**src/rtl/mcs_io_bus_master.sv**
```systemverilog
// mcs_io_bus_master: UART-driven initiator for the MCS IO bus.
// Parses 'W'/'R' command frames from a received byte stream, issues one
// 32-bit bus access per frame and answers with read data or a status byte.
// Optional feature macro: MCS_BUS_MASTER_TIMEOUT_EN (bounded wait for io_ready).
module mcs_io_bus_master #(
    parameter int unsigned TIMEOUT_CYCLES = 1024,
    parameter logic [7:0]  OP_WR          = 8'h57,
    parameter logic [7:0]  OP_RD          = 8'h52
) (
    input  logic        clk,
    input  logic        reset_n,
    input  logic [7:0]  rx_data,
    input  logic        rx_valid,
    output logic [7:0]  tx_data,
    output logic        tx_start,
    input  logic        tx_busy,
    output logic        io_addr_strobe,
    output logic        io_read_strobe,
    output logic        io_write_strobe,
    output logic [3:0]  io_byte_enable,
    output logic [31:0] io_address,
    output logic [31:0] io_write_data,
    input  logic [31:0] io_read_data,
    input  logic        io_ready,
    output logic        busy,
    output logic [7:0]  err_cnt
);

    localparam logic [7:0] RESP_OK  = 8'h4B;
    localparam logic [7:0] RESP_ERR = 8'h45;

    typedef enum logic [2:0] {
        S_IDLE,
        S_GET_ADDR,
        S_GET_DATA,
        S_ISSUE,
        S_WAIT_RDY,
        S_SEND
    } state_e;

    state_e      state_q, state_d;
    logic        is_wr_q, is_wr_d;        // direction latched from the opcode
    logic [1:0]  byte_cnt_q, byte_cnt_d;  // position within address/data field
    logic [23:0] frame_sh_q, frame_sh_d;  // three most recent field bytes
    logic [31:0] io_addr_q, io_addr_d;
    logic [31:0] io_wdata_q, io_wdata_d;
    logic [31:0] rdata_q, rdata_d;
    logic        resp_err_q, resp_err_d;  // reply is 'E' after a timeout
    logic [1:0]  tx_idx_q, tx_idx_d;      // reply byte being sent
    logic        tx_guard_q, tx_guard_d;  // cycle after tx_start, busy not sampled
    logic [7:0]  err_cnt_q, err_cnt_d;
    logic        rx_drop;
    logic        timeout_hit;
    logic [1:0]  tx_last;
    logic [1:0]  err_inc;
    logic [8:0]  err_sum;

    // The 16-bit wait counter must be able to reach TIMEOUT_CYCLES.
    if (TIMEOUT_CYCLES < 1 || TIMEOUT_CYCLES > 65536) begin : g_bad_timeout_cfg
        $error("mcs_io_bus_master: TIMEOUT_CYCLES out of range");
    end

`ifdef MCS_BUS_MASTER_TIMEOUT_EN
    logic [15:0] tmo_q;

    // Wait counter: cleared while strobing, counts every cycle spent in WAIT_RDY.
    always_ff @(posedge clk or negedge reset_n) begin
        if (!reset_n) begin
            tmo_q <= '0;
        end else if (state_q == S_ISSUE) begin
            tmo_q <= '0;
        end else if (state_q == S_WAIT_RDY) begin
            tmo_q <= tmo_q + 16'd1;
        end
    end

    // A ready pulse in the cycle the limit is reached takes precedence.
    assign timeout_hit = (state_q == S_WAIT_RDY) && !io_ready &&
                         (tmo_q == 16'(TIMEOUT_CYCLES - 1));
`else
    assign timeout_hit = 1'b0;
`endif

    // Writes and timeouts answer with one byte, reads with four.
    assign tx_last = (is_wr_q || resp_err_q) ? 2'd0 : 2'd3;

    // Next-state and output decode for the frame/access/reply sequence.
    always_comb begin
        // NOTE: every signal written here gets a default first so no latch is inferred.
        state_d         = state_q;
        is_wr_d         = is_wr_q;
        byte_cnt_d      = byte_cnt_q;
        frame_sh_d      = frame_sh_q;
        io_addr_d       = io_addr_q;
        io_wdata_d      = io_wdata_q;
        rdata_d         = rdata_q;
        resp_err_d      = resp_err_q;
        tx_idx_d        = tx_idx_q;
        tx_guard_d      = tx_guard_q;
        io_addr_strobe  = 1'b0;
        io_read_strobe  = 1'b0;
        io_write_strobe = 1'b0;
        io_byte_enable  = 4'b0000;
        tx_start        = 1'b0;
        tx_data         = 8'h00;
        rx_drop         = 1'b0;

        case (state_q)
            S_IDLE: begin
                // Anything that is not an opcode is discarded without counting.
                if (rx_valid && (rx_data == OP_WR || rx_data == OP_RD)) begin
                    is_wr_d    = (rx_data == OP_WR);
                    byte_cnt_d = 2'd0;
                    state_d    = S_GET_ADDR;
                end
            end

            S_GET_ADDR: begin
                if (rx_valid) begin
                    frame_sh_d = {frame_sh_q[15:0], rx_data};
                    byte_cnt_d = byte_cnt_q + 2'd1;
                    if (byte_cnt_q == 2'd3) begin
                        io_addr_d = {frame_sh_q, rx_data};
                        state_d   = is_wr_q ? S_GET_DATA : S_ISSUE;
                    end
                end
            end

            S_GET_DATA: begin
                if (rx_valid) begin
                    frame_sh_d = {frame_sh_q[15:0], rx_data};
                    byte_cnt_d = byte_cnt_q + 2'd1;
                    if (byte_cnt_q == 2'd3) begin
                        io_wdata_d = {frame_sh_q, rx_data};
                        state_d    = S_ISSUE;
                    end
                end
            end

            S_ISSUE: begin
                io_addr_strobe  = 1'b1;
                io_read_strobe  = !is_wr_q;
                io_write_strobe = is_wr_q;
                io_byte_enable  = 4'b1111;
                rx_drop         = rx_valid;
                resp_err_d      = 1'b0;
                tx_idx_d        = 2'd0;
                tx_guard_d      = 1'b0;
                state_d         = S_WAIT_RDY;
            end

            S_WAIT_RDY: begin
                rx_drop = rx_valid;
                if (io_ready) begin
                    if (!is_wr_q) begin
                        rdata_d = io_read_data;
                    end
                    state_d = S_SEND;
                end else if (timeout_hit) begin
                    resp_err_d = 1'b1;
                    state_d    = S_SEND;
                end
            end

            S_SEND: begin
                rx_drop = rx_valid;
                if (tx_guard_q) begin
                    // Transmitter may not have raised tx_busy yet; skip this cycle.
                    tx_guard_d = 1'b0;
                    if (tx_idx_q == tx_last) begin
                        state_d = S_IDLE;
                    end else begin
                        tx_idx_d = tx_idx_q + 2'd1;
                    end
                end else if (!tx_busy) begin
                    tx_start   = 1'b1;
                    tx_guard_d = 1'b1;
                    if (resp_err_q) begin
                        tx_data = RESP_ERR;
                    end else if (is_wr_q) begin
                        tx_data = RESP_OK;
                    end else begin
                        case (tx_idx_q)
                            2'd0:    tx_data = rdata_q[31:24];
                            2'd1:    tx_data = rdata_q[23:16];
                            2'd2:    tx_data = rdata_q[15:8];
                            default: tx_data = rdata_q[7:0];
                        endcase
                    end
                end
            end

            default: begin
                state_d = S_IDLE;
            end
        endcase
    end

    // Saturating error counter; a drop and a timeout in one cycle add two.
    always_comb begin
        err_inc   = {1'b0, rx_drop} + {1'b0, timeout_hit};
        err_sum   = {1'b0, err_cnt_q} + {7'b0, err_inc};
        err_cnt_d = err_sum[8] ? 8'hFF : err_sum[7:0];
    end

    // Control state register.
    always_ff @(posedge clk or negedge reset_n) begin
        // NOTE: flops use non-blocking assignments so every register samples pre-edge values.
        if (!reset_n) begin
            state_q    <= S_IDLE;
            is_wr_q    <= 1'b0;
            byte_cnt_q <= 2'd0;
            resp_err_q <= 1'b0;
            tx_idx_q   <= 2'd0;
            tx_guard_q <= 1'b0;
        end else begin
            state_q    <= state_d;
            is_wr_q    <= is_wr_d;
            byte_cnt_q <= byte_cnt_d;
            resp_err_q <= resp_err_d;
            tx_idx_q   <= tx_idx_d;
            tx_guard_q <= tx_guard_d;
        end
    end

    // Datapath registers: frame shifter, bus address/data, read capture, errors.
    always_ff @(posedge clk or negedge reset_n) begin
        if (!reset_n) begin
            frame_sh_q <= '0;
            io_addr_q  <= '0;
            io_wdata_q <= '0;
            rdata_q    <= '0;
            err_cnt_q  <= '0;
        end else begin
            frame_sh_q <= frame_sh_d;
            io_addr_q  <= io_addr_d;
            io_wdata_q <= io_wdata_d;
            rdata_q    <= rdata_d;
            err_cnt_q  <= err_cnt_d;
        end
    end

    assign io_address    = io_addr_q;
    assign io_write_data = io_wdata_q;
    assign busy          = (state_q != S_IDLE);
    assign err_cnt       = err_cnt_q;

endmodule

```
**config.mk**
```make
export PLATFORM = sky130hd
export DESIGN_NAME = mcs_io_bus_master
export DESIGN_NICKNAME = d
export VERILOG_FILES = /design/src/rtl/mcs_io_bus_master.sv
export SDC_FILE = /design/constraint.sdc
export NUM_CORES = 1
export LEC_CHECK = 0
export ABC_AREA = 1
export BUFFER_PORTS_ARGS = -buffer_cell sky130_fd_sc_hd__buf_2
export CAP_MARGIN = 10
export CORE_MARGIN = 1
export CORE_UTILIZATION = 49
export DETAILED_ROUTE_END_ITERATION = 8
export GPL_ROUTABILITY_DRIVEN = 0
export PLACE_DENSITY_LB_ADDON = 0.05
export SETUP_SLACK_MARGIN = 0.2
export SLEW_MARGIN = 10
export SYNTH_ARGS = -nofsm -noshare
export SYNTH_HDL_FRONTEND = slang
export SYNTH_SLANG_ARGS = --single-unit
```
**constraint.sdc**
```tcl
create_clock -name clk -period 1.8 [get_ports clk]
set_input_delay 0.18 -clock clk [delete_from_list [all_inputs] [get_ports clk]]
set_output_delay 0.18 -clock clk [all_outputs]
set_load 0.01 [all_outputs]
```
==> metrics.md, run 1 <==
| Metric | Value |
|---|---|
| Outcome | complete, but fails checks |
| Failing checks | negative hold slack, negative setup slack |
| Core footprint | 0.0120 mm² |
| Post-route design area | 0.00928 mm² |
| Reg-to-Reg End | err_cnt[2] |
| Fin cells | 1,026 |
| Max-cap violations | 0 |
| Cell Area, Synth | 0.00605 mm² |
| CTS tree | done |
| Ranking of synthesized cells by area | dfrtp_1 (57%), nand2_1 (11%), o21ai_0 (5.7%) |
| Initial antenna violation count | 1 |
| Mapped Nets | 722 |
| Placed cell areas | 0.00696 mm² |
| Switching Share | 0.357 |
| First-pass GRT wire length | 23,500 µm |
| Final setup fails | 26 |
| Latest clock arrival within the worst-skew pair | 0.43 ns |
| Total congestion overflow | 0 |
| Ys Warns | 0 |
| Post-DR vias/cell | 5.24 |
| Via count | 5,373 |
| Highest-count cells in the layout ignoring fill and taps | dfrtp_1 (132), buf_2 (124), inv_1 (80) |
| CP required | 2.15 ns |
| CP top delay family | simple AND/OR/NAND/NOR gates |
| Worst slew pin tran | 0.424 ns |
| CP Capture Point | err_cnt[2] |
| CTS clk-pin slew, worst paths | 0.06 ns |
| Post-synthesis cell type count | 29 |
| Clock buffer depth | 2 |
| Max rail drop VDD | 0.912 mV |
| Max Fclk | 502 MHz |
| Normalized max-slew margin | 0.717 |
| P_int | 8430 µW |
| Comb power frac | 0.367 |
| Drt first pass iters | 5 |
| Critical Path End Type | register |
| Largest net degree at the start of global routing | 65 |
| Synth Area per Inst | 9.03 µm² |
| Min-Delay Path Class | in2reg |
| Die Wd | 113 µm |
| Die H | 113 µm |
| DR iter-0 viols | 288 |
| Final Hold Vio Count | 3 |
| Mapped Cells | 670 |
| Root buffer cell | clkbuf_16 |
| Sequential area share after synthesis | 0.566 |
| RSZ-0062 raised after global routing | true |
| Post-DP HPWL | 9330 µm |
| Final Hold Slack | -0.00836 ns |
| Nets | 918 |
| Clk pwr share | 0.271 |
| H-tree Lvls | 4 |
| Post-route ant nets | 0 |
| Crit path launch | state_q[1] |
| Crit-path cells | buf_6 > buf_6 > nor2_4 > nand2_2 > inv_2 > o21ai_2 > inv_2 > ha_4 > ha_4 > nand2_4 > nor4_4 > nand2_2 > o21ai_1 |
| Vias in the first global route | 5,051 |
| Max Transition Viols Final | 0 |
| Post-synth top area share | 0.566 |
| Buf+Inv Stages, Crit Path | 4 |
| CTS Buf Count | 17 |
| WP data arrival | 2.35 ns |
| Critical path type | reg2reg |
| Slowest CP cell | dfrtp_2 |
| Placed Instances | 935 |
| Power share of the sequential group | 0.361 |
| Avg WL per Cell | 17.2 µm |
| Post-synthesis cell type with the largest combined area | dfrtp_1 |
| Number of sinks on the clock net | 137 |
| Area grow syn2layout | 53.2% |
| Setup ws final | -0.193 ns |
| Port bufs | 133 |
| Ant. Diodes | 0 |
| CP max FO | 7 |
| Most common cell after layout, fill and taps aside | dfrtp_1 |
| Rows | 40 |
| Gr usage total | 0.240 |
| Die footprint | 0.0128 mm² |
| Startpoint Class | register |
| Reg2reg setup slack | -0.19 ns |
| Clk_skew | 0.00438 ns |
| Min Tclk post-route | 1.99 ns |
| Power Density | 1410 mW/mm² |
| R2r worst-path depth | 13 |
| CP Depth | 13 |
| Yosys reg bits | 137 |
| Share of layout cells above drive strength 1 | 0.505 |
| CP peak stage delay | 0.43 ns |
| Routed WL | 17,700 µm |
| Drc violations | 0 |
| Static Leak | 0.00478 µW |
| Ports | 134 |
| Initial Util | 0.504 |
| Reg-to-Reg Start | state_q[1] |
| NetSw | 4680 µW |
| Fin crit share | 1.11 |
[cells in the mapped netlist]
cell type / instances
nand2_1: 182
inv_2: 4
buf_2: 12
buf_6: 1
inv_1: 89
nand2_2: 8
nand3_4: 2
nand2_4: 2
nor2_4: 2
buf_8: 2
clkbuf_2: 3
a21oi_1: 13
nor2_2: 2
nand3b_1: 1
clkbuf_1: 6
nor2_1: 24
nand3_1: 24
dfrtp_1: 137
nand3_2: 1
o21ai_2: 18
nand4_1: 6
o21ai_1: 13
or2_2: 1
nor4_1: 1
o21ai_0: 69
o21a_1: 32
ha_1: 7
buf_4: 7
buf_12: 1
[sequential cells by signal, indices dropped and copies added, names as in the netlist]
signal / flops
frame_sh_q: 24
io_write_data: 32
io_address: 32
rdata_q: 32
is_wr_q: 1
err_cnt: 8
byte_cnt_q: 2
state_q: 3
tx_idx_q: 2
tx_guard_q: 1
[cell type report]
type	count	area, µm²
tap	147	184
fill	795	2740
timing repair buffer	209	1720
clock buffer	22	494
clock inverter	10	115
sequential	137	3430
inverter	93	372
multi-input combinational	408	2960
[worst reg2reg max path: stages (launching register included)]
cell     delay, ns
dfrtp_2       0.43
buf_6         0.13
buf_6         0.11
nor2_4        0.08
nand2_2       0.07
inv_2         0.06
o21ai_2       0.05
inv_2         0.08
ha_4          0.16
ha_4          0.14
nand2_4       0.07
nor4_4        0.26
nand2_2       0.17
o21ai_1       0.12
[timing repair]
| item | in CTS | in global routing |
|---|---|---|
| gates cloned | 0 | 15 |
| hold buffers | 19 | 0 |
| hold endpoints to repair | 61 | 0 |
| pin swaps | 40 | 68 |
| setup buffers | 15 | 10 |
| setup endpoints to repair | 23 | 106 |
| resized for setup | 94 | 252 |
[worst min-delay path by stage]
| stage | startpoint | end | slack (ns) | cells after the start |
|---|---|---|---|---|
| 2_1_floorplan | reset_n | byte_cnt_q[0] | -0.12 | 0 |
| 4_1_cts | io_read_data[21] | rdata_q[21] | 0.0007 | 3 |
| 6_report | io_read_data[27] | rdata_q[27] | -0.008 | 3 |
| 3_3_place_gp | reset_n | io_write_data[12] | 0.13 | 1 |
| 3_5_place_dp | reset_n | io_write_data[8] | 0.13 | 1 |
| 5_1_grt | io_read_data[27] | rdata_q[27] | -0.001 | 3 |
[stage by stage]
stage	hold slack (ns)	setup slack [ns]	power, µW	util	TNS, ns
2_1_floorplan	-0.116	0.0404	6730	-	0
3_3_place_gp	0.132	0.0511	7840	0.579	0
5_1_grt	-0.00122	-0.266	13800	0.772	-5.00
3_5_place_dp	0.132	-0.0447	7950	0.579	-0.175
4_1_cts	0.000716	-0.104	11900	0.678	-1.11
6_report	-0.00836	-0.193	13100	0.772	-2.03
[kinds of logic (layout without fill, tap and decap cells)]
kind of cell / after synthesis / after routing / share of synthesized area
AND/OR/NAND/NOR: 256 / 256 / 0.182
AO/OA/AOI/OAI: 145 / 145 / 0.144
flip-flops: 137 / 137 / 0.566
buffers and inverters: 125 / 334 / 0.0926
adder cells (fa/ha/maj): 7 / 7 / 0.0145
[metal layers]
metal	share of wire	wire length (µm)	GRT usage	vias up
met1	0.39	6880	0.279	2657
met5	0.00074	13	0	-
met4	0.030	532	0.119	2
met3	0.037	645	0.0605	41
met2	0.54	9590	0.412	155
li1	-	-	-	2518
[power groups by stage]
| stage | Sequential, µW | Clock, µW | Combinational (µW) |
|---|---|---|---|
| after floorplan | 4800 | 0 | 1920 |
| after global placement | 4590 | 0 | 3250 |
| after detailed placement | 4630 | 0 | 3310 |
| after CTS | 4590 | 3580 | 3690 |
| after global routing | 4840 | 3730 | 5210 |
| final | 4740 | 3560 | 4810 |
Note: power is estimated with default switching activity, not from simulation.
==> inputs of run 2 (changes only) <==
--- a/config.mk
+++ b/config.mk
@@ -9,7 +9,7 @@
 export BUFFER_PORTS_ARGS = -buffer_cell sky130_fd_sc_hd__buf_2
 export CAP_MARGIN = 10
 export CORE_MARGIN = 1
-export CORE_UTILIZATION = 49
+export CORE_UTILIZATION = 30
 export DETAILED_ROUTE_END_ITERATION = 8
 export GPL_ROUTABILITY_DRIVEN = 0
 export PLACE_DENSITY_LB_ADDON = 0.05
==> metrics.md, run 2 (same netlist as run 1, synthesis figures left out) <==
| Metric | Value |
|---|---|
| Outcome | complete, but fails checks |
| Failing checks | negative setup slack |
| Worst slew pin tran | 0.478 ns |
| Initial Util | 0.309 |
| Clock buffer depth | 2 |
| Avg WL per Cell | 16.1 µm |
| Vias in the first global route | 5,035 |
| Clk_skew | 0.00785 ns |
| Routed WL | 18,700 µm |
| CTS Buf Count | 17 |
| RSZ-0062 raised after global routing | true |
| Most common cell after layout, fill and taps aside | dfrtp_1 |
| Comb power frac | 0.358 |
| CTS tree | done |
| Startpoint Class | register |
| CP peak stage delay | 0.41 ns |
| H-tree Lvls | 4 |
| Max-cap violations | 0 |
| Root buffer cell | clkbuf_16 |
| Highest-count cells in the layout ignoring fill and taps | dfrtp_1 (131), buf_2 (125), nand2_1 (99) |
| R2r worst-path depth | 13 |
| Clk pwr share | 0.268 |
| Switching Share | 0.357 |
| Power share of the sequential group | 0.374 |
| Final setup fails | 48 |
| Gr usage total | 0.167 |
| Min-Delay Path Class | in2reg |
| Share of layout cells above drive strength 1 | 0.489 |
| Ports | 134 |
| NetSw | 4580 µW |
| CP max FO | 8 |
| Drt first pass iters | 4 |
| Final Hold Vio Count | 0 |
| Setup TNS | -6.91 ns |
| Fillers | 1,876 |
| Max Fclk | 503 MHz |
| Post-Place Setup Slack | -0.0597 ns |
| Fin crit share | 1.11 |
| Fin cells | 1,161 |
| Number of sinks on the clock net | 137 |
| CP required | 2.11 ns |
| Port bufs | 133 |
| Core footprint | 0.0196 mm² |
| Rows | 51 |
| Max rail drop VDD | 0.766 mV |
| Die H | 144 µm |
| Post-DR vias/cell | 4.58 |
| CTS clk-pin slew, worst paths | 0.06 ns |
| Critical Path End Type | register |
| Final Hold Slack | 0.00189 ns |
| P_int | 8240 µW |
| Post-DP HPWL | 10,900 µm |
| Die footprint | 0.0208 mm² |
| Critical path type | reg2reg |
| Latest clock arrival within the worst-skew pair | 0.42 ns |
| Placed Instances | 1,057 |
| First-pass GRT wire length | 26,000 µm |
| Total congestion overflow | 0 |
| Initial antenna violation count | 2 |
| Setup ws final | -0.189 ns |
| Die Wd | 144 µm |
| Largest net degree at the start of global routing | 65 |
| Placed cell areas | 0.00717 mm² |
| Area grow syn2layout | 57.5% |
| Number of stages on the worst hold path | 3 |
| Slowest CP cell | dfrtp_2 |
| Via count | 5,323 |
| Post-route ant nets | 0 |
| Crit-path cells | buf_6 > buf_6 > nor2_4 > nand2_2 > inv_2 > buf_4 > buf_4 > buf_4 > buf_6 > nand3_4 > clkbuf_16 > nand2_4 > o21ai_2 |
| DR iter-0 viols | 190 |
| Post-route design area | 0.00954 mm² |
| Power Density | 1340 mW/mm² |
| Static Leak | 0.00483 µW |
| WP data arrival | 2.30 ns |
| Drc violations | 0 |
| Max Transition Viols Final | 0 |
| Normalized max-slew margin | 0.681 |
| Min Tclk post-route | 1.99 ns |
| Nets | 935 |
run 2: cell count changes in the layout (fill, tap and decap cells not counted), sizes merged:
cell and delta:
buf +12, clkbuf -3, clkinv +3, clkinvlp -2, diode +1, dlygate4sd3 +3
inv +3
run 2: final cells by class:
type | count | area, µm² | area share
clock inverters | 14 | 149 | 0.0156
flip-flops and latches | 137 | 3440 | 0.360
well taps | 265 | 332 | 0.0348
clock buffers | 17 | 425 | 0.0446
inverters | 93 | 367 | 0.0384
diodes | 1 | 2.50 | 0.000262
multi-input cells | 408 | 2890 | 0.303
repair buffers | 226 | 1940 | 0.203
run 2: metrics by stage:
stage | power, µW | utilization
2_1_floorplan | 6730 | -
5_1_grt | 13700 | 0.487
4_1_cts | 12000 | 0.428
6_report | 12800 | 0.487
3_3_place_gp | 7990 | 0.366
3_5_place_dp | 8060 | 0.366
run 2: power groups by stage:
stage	sequential (µW)	combinational [µW]	clock, µW
floorplan	4800	1920	0
global placement	4680	3320	0
detailed placement	4690	3360	0
CTS	4640	3810	3550
global route	4920	5060	3670
finish	4790	4590	3440
run 2: worst paths after layout:
path | from | to | slack [ns]
max | state_q[1] | rdata_q[0] | -0.19
min | io_read_data[21] | rdata_q[21] | 0.002
max reg2reg | state_q[1] | rdata_q[0] | -0.19
min reg2reg | io_write_data[17] | io_write_data[17] | 0.48
max in group asynchronous | reset_n | rdata_q[25] | 0.87
min in group asynchronous | reset_n | io_address[19] | 0.28
run 2: metal layers:
| metal | track usage | up-vias | wire, µm |
|---|---|---|---|
| li1 | - | 2563 | - |
| met4 | 0.0627 | 4 | 374 |
| met5 | 0 | - | 27 |
| met3 | 0.0417 | 27 | 823 |
| met2 | 0.273 | 119 | 9430 |
| met1 | 0.211 | 2610 | 8060 |
run 2: critical path, delay by kind of cell (launching register included):
family | cells | cell delay (ns)
buffers and inverters | 8 | 0.96
AND/OR/NAND/NOR | 4 | 0.45
flip-flops | 1 | 0.41
AO/OA/AOI/OAI | 1 | 0.04
run 2: timing repair:
| item | CTS | global route |
|---|---|---|
| hold endpoints to repair | 64 | 2 |
| buffers inserted | 23 | 10 |
| gates resized for setup | 76 | 243 |
| cloned | 0 | 17 |
| hold buffers | 20 | 2 |
| setup endpoints to repair | 36 | 129 |
| pin swaps | 23 | 27 |
==> inputs of run 3 (changes only) <==
--- a/config.mk
+++ b/config.mk
@@ -12,7 +12,6 @@
 export CORE_UTILIZATION = 30
 export DETAILED_ROUTE_END_ITERATION = 8
 export GPL_ROUTABILITY_DRIVEN = 0
-export PLACE_DENSITY_LB_ADDON = 0.05
 export SETUP_SLACK_MARGIN = 0.2
 export SLEW_MARGIN = 10
 export SYNTH_ARGS = -nofsm -noshare
==> metrics.md, run 3 (same netlist as run 1, synthesis figures left out) <==
| Metric | Value |
|---|---|
| RSZ-0062 raised after global routing | true |
| Placed Instances | 1,058 |
| CTS clk-pin slew, worst paths | 0.06 ns |
| Static Leak | 0.00466 µW |
| Min Tclk post-route | 1.96 ns |
| Die Wd | 144 µm |
| Worst path most repeated cell | inv_2 |
| Latest clock arrival within the worst-skew pair | 0.42 ns |
| Max-cap violations | 0 |
| Switching Share | 0.364 |
| Reg-to-Reg Start | state_q[2] |
| Fin cells | 1,152 |
| Post-Place Setup Slack | -0.0536 ns |
| NetSw | 4690 µW |
| Hold Startpoint | io_read_data[13] |
| Largest net degree at the start of global routing | 65 |
| Clk_skew | 0.00791 ns |
| Total congestion overflow | 0 |
| Max Transition Viols Final | 0 |
| Normalized max-slew margin | 0.650 |
| Routed WL | 17,600 µm |
| Number of stages on the worst hold path | 3 |
| Comb power frac | 0.355 |
| Worst slew pin tran | 0.525 ns |
| Clock buffer depth | 2 |
| Gr usage total | 0.153 |
| Nets | 923 |
| Final Hold Vio Count | 1 |
| Ports | 134 |
| Slowest CP cell | dfrtp_2 |
| Number of sinks on the clock net | 137 |
| CTS Buf Count | 17 |
| WP data arrival | 1.78 ns |
| R2r worst-path depth | 12 |
| DR iter-0 viols | 252 |
| Via count | 5,214 |
| Max Fclk | 509 MHz |
| Clk pwr share | 0.282 |
| P_int | 8180 µW |
| CP peak stage delay | 0.41 ns |
| Power Density | 1420 mW/mm² |
| H-tree Lvls | 4 |
| Port bufs | 133 |
| Die H | 144 µm |
| Root buffer cell | clkbuf_16 |
| Rows | 51 |
| CP Depth | 7 |
| Max rail drop VDD | 0.752 mV |
| Drt first pass iters | 5 |
| CP max FO | 5 |
| Post-DP HPWL | 10,500 µm |
| Most common cell after layout, fill and taps aside | nand2_1 |
| Buf+Inv Stages, Crit Path | 4 |
| Initial Util | 0.309 |
| Failing checks | negative hold slack, negative setup slack |
| Crit path launch | state_q[1] |
| Min-Delay Path Class | in2reg |
| Critical path type | reg2out |
| Core footprint | 0.0196 mm² |
| Crit-path cells | inv_2 > buf_6 > nand4_1 > nor2_2 > inv_2 > a21oi_2 > buf_2 |
| Critical Path End Type | output port |
| Reg area | 0.00343 mm² |
| Avg WL per Cell | 15.2 µm |
| Startpoint Class | register |
| Final setup fails | 16 |
| Drc violations | 0 |
| Multi-input logic area | 0.00257 mm² |
| First-pass GRT wire length | 24,300 µm |
| CP top delay family | buffers and inverters |
| CP required | 1.62 ns |
| CTS tree | done |
| Setup ws final | -0.164 ns |
| Vias in the first global route | 4,795 |
| Power share of the sequential group | 0.363 |
| Fin crit share | 1.09 |
| Highest-count cells in the layout ignoring fill and taps | nand2_1 (134), dfrtp_1 (132), buf_2 (125) |
| Reg2reg setup slack | -0.07 ns |
| Die footprint | 0.0208 mm² |
| Fillers | 1,872 |
| Outcome | complete, but fails checks |
| Post-route ant nets | 0 |
| Post-DR vias/cell | 4.53 |
| Final Hold Slack | -0.000211 ns |
| Area grow syn2layout | 50.0% |
| Share of layout cells above drive strength 1 | 0.408 |
| Initial antenna violation count | 4 |
[run 3: power by group through the flow]
stage,Combinational [µW],Sequential (µW),Clock (µW)
detailed placement,3390,4640,0
floorplan,1920,4800,0
global route,5030,4790,3810
finish,4570,4680,3630
global placement,3350,4620,0
CTS,3720,4570,3670
[run 3: cell type report]
cell class                      count  area share
Clock buffer                       17      0.0469
Tap cell                          265      0.0365
Clock inverter                     15      0.0200
Inverter                           93      0.0404
Sequential cell                   137       0.378
Timing Repair Buffer              213       0.194
Antenna cell                        3    0.000827
Multi-Input combinational cell    409       0.283
[run 3: through the flow]
stage / hold slack [ns] / total power, µW / utilization / cell area (µm²) / TNS (ns)
5_1_grt: 0.00649 / 13600 / 0.463 / 9070 / -3.06
3_5_place_dp: 0.171 / 8030 / 0.365 / 7160 / -0.251
2_1_floorplan: -0.116 / 6730 / - / 6110 / 0
3_3_place_gp: 0.166 / 7970 / 0.365 / 7160 / -0.00528
4_1_cts: 0.000377 / 12000 / 0.416 / 8150 / -1.79
6_report: -0.000211 / 12900 / 0.463 / 9080 / -1.34
[run 3: worst paths after layout]
path / end
setup / recovery: tx_data[3]
hold / removal: rdata_q[13]
setup reg to reg: err_cnt[2]
hold reg to reg: io_address[19]
max in group asynchronous: io_write_data[16]
min in group asynchronous: io_write_data[18]
[run 3: layer usage]
metal	up-vias	track usage	part of all wire
met5	-	0	0.00046
met4	2	0.0622	0.016
met3	18	0.0450	0.071
met2	173	0.246	0.48
met1	2478	0.191	0.43
li1	2543	-	-
[run 3: repair_timing]
| item | 4_1_cts | 5_1_grt |
|---|---|---|
| gates cloned | 0 | 20 |
| hold buffers | 14 | 1 |
| pin swaps | 15 | 16 |
| resized for setup | 40 | 127 |
| hold endpoints to repair | 57 | 1 |
| buffers inserted | 12 | 12 |
| endpoints found under the setup margin | 23 | 109 |
[run 3: worst reg2reg max path, delay by kind of cell (launching register included)]
family	cells	cell delay, ns
AND/OR/NAND/NOR	5	0.63
AO/OA/AOI/OAI	2	0.18
flip-flops	1	0.43
adder cells (fa/ha/maj)	2	0.29
buffers and inverters	3	0.26
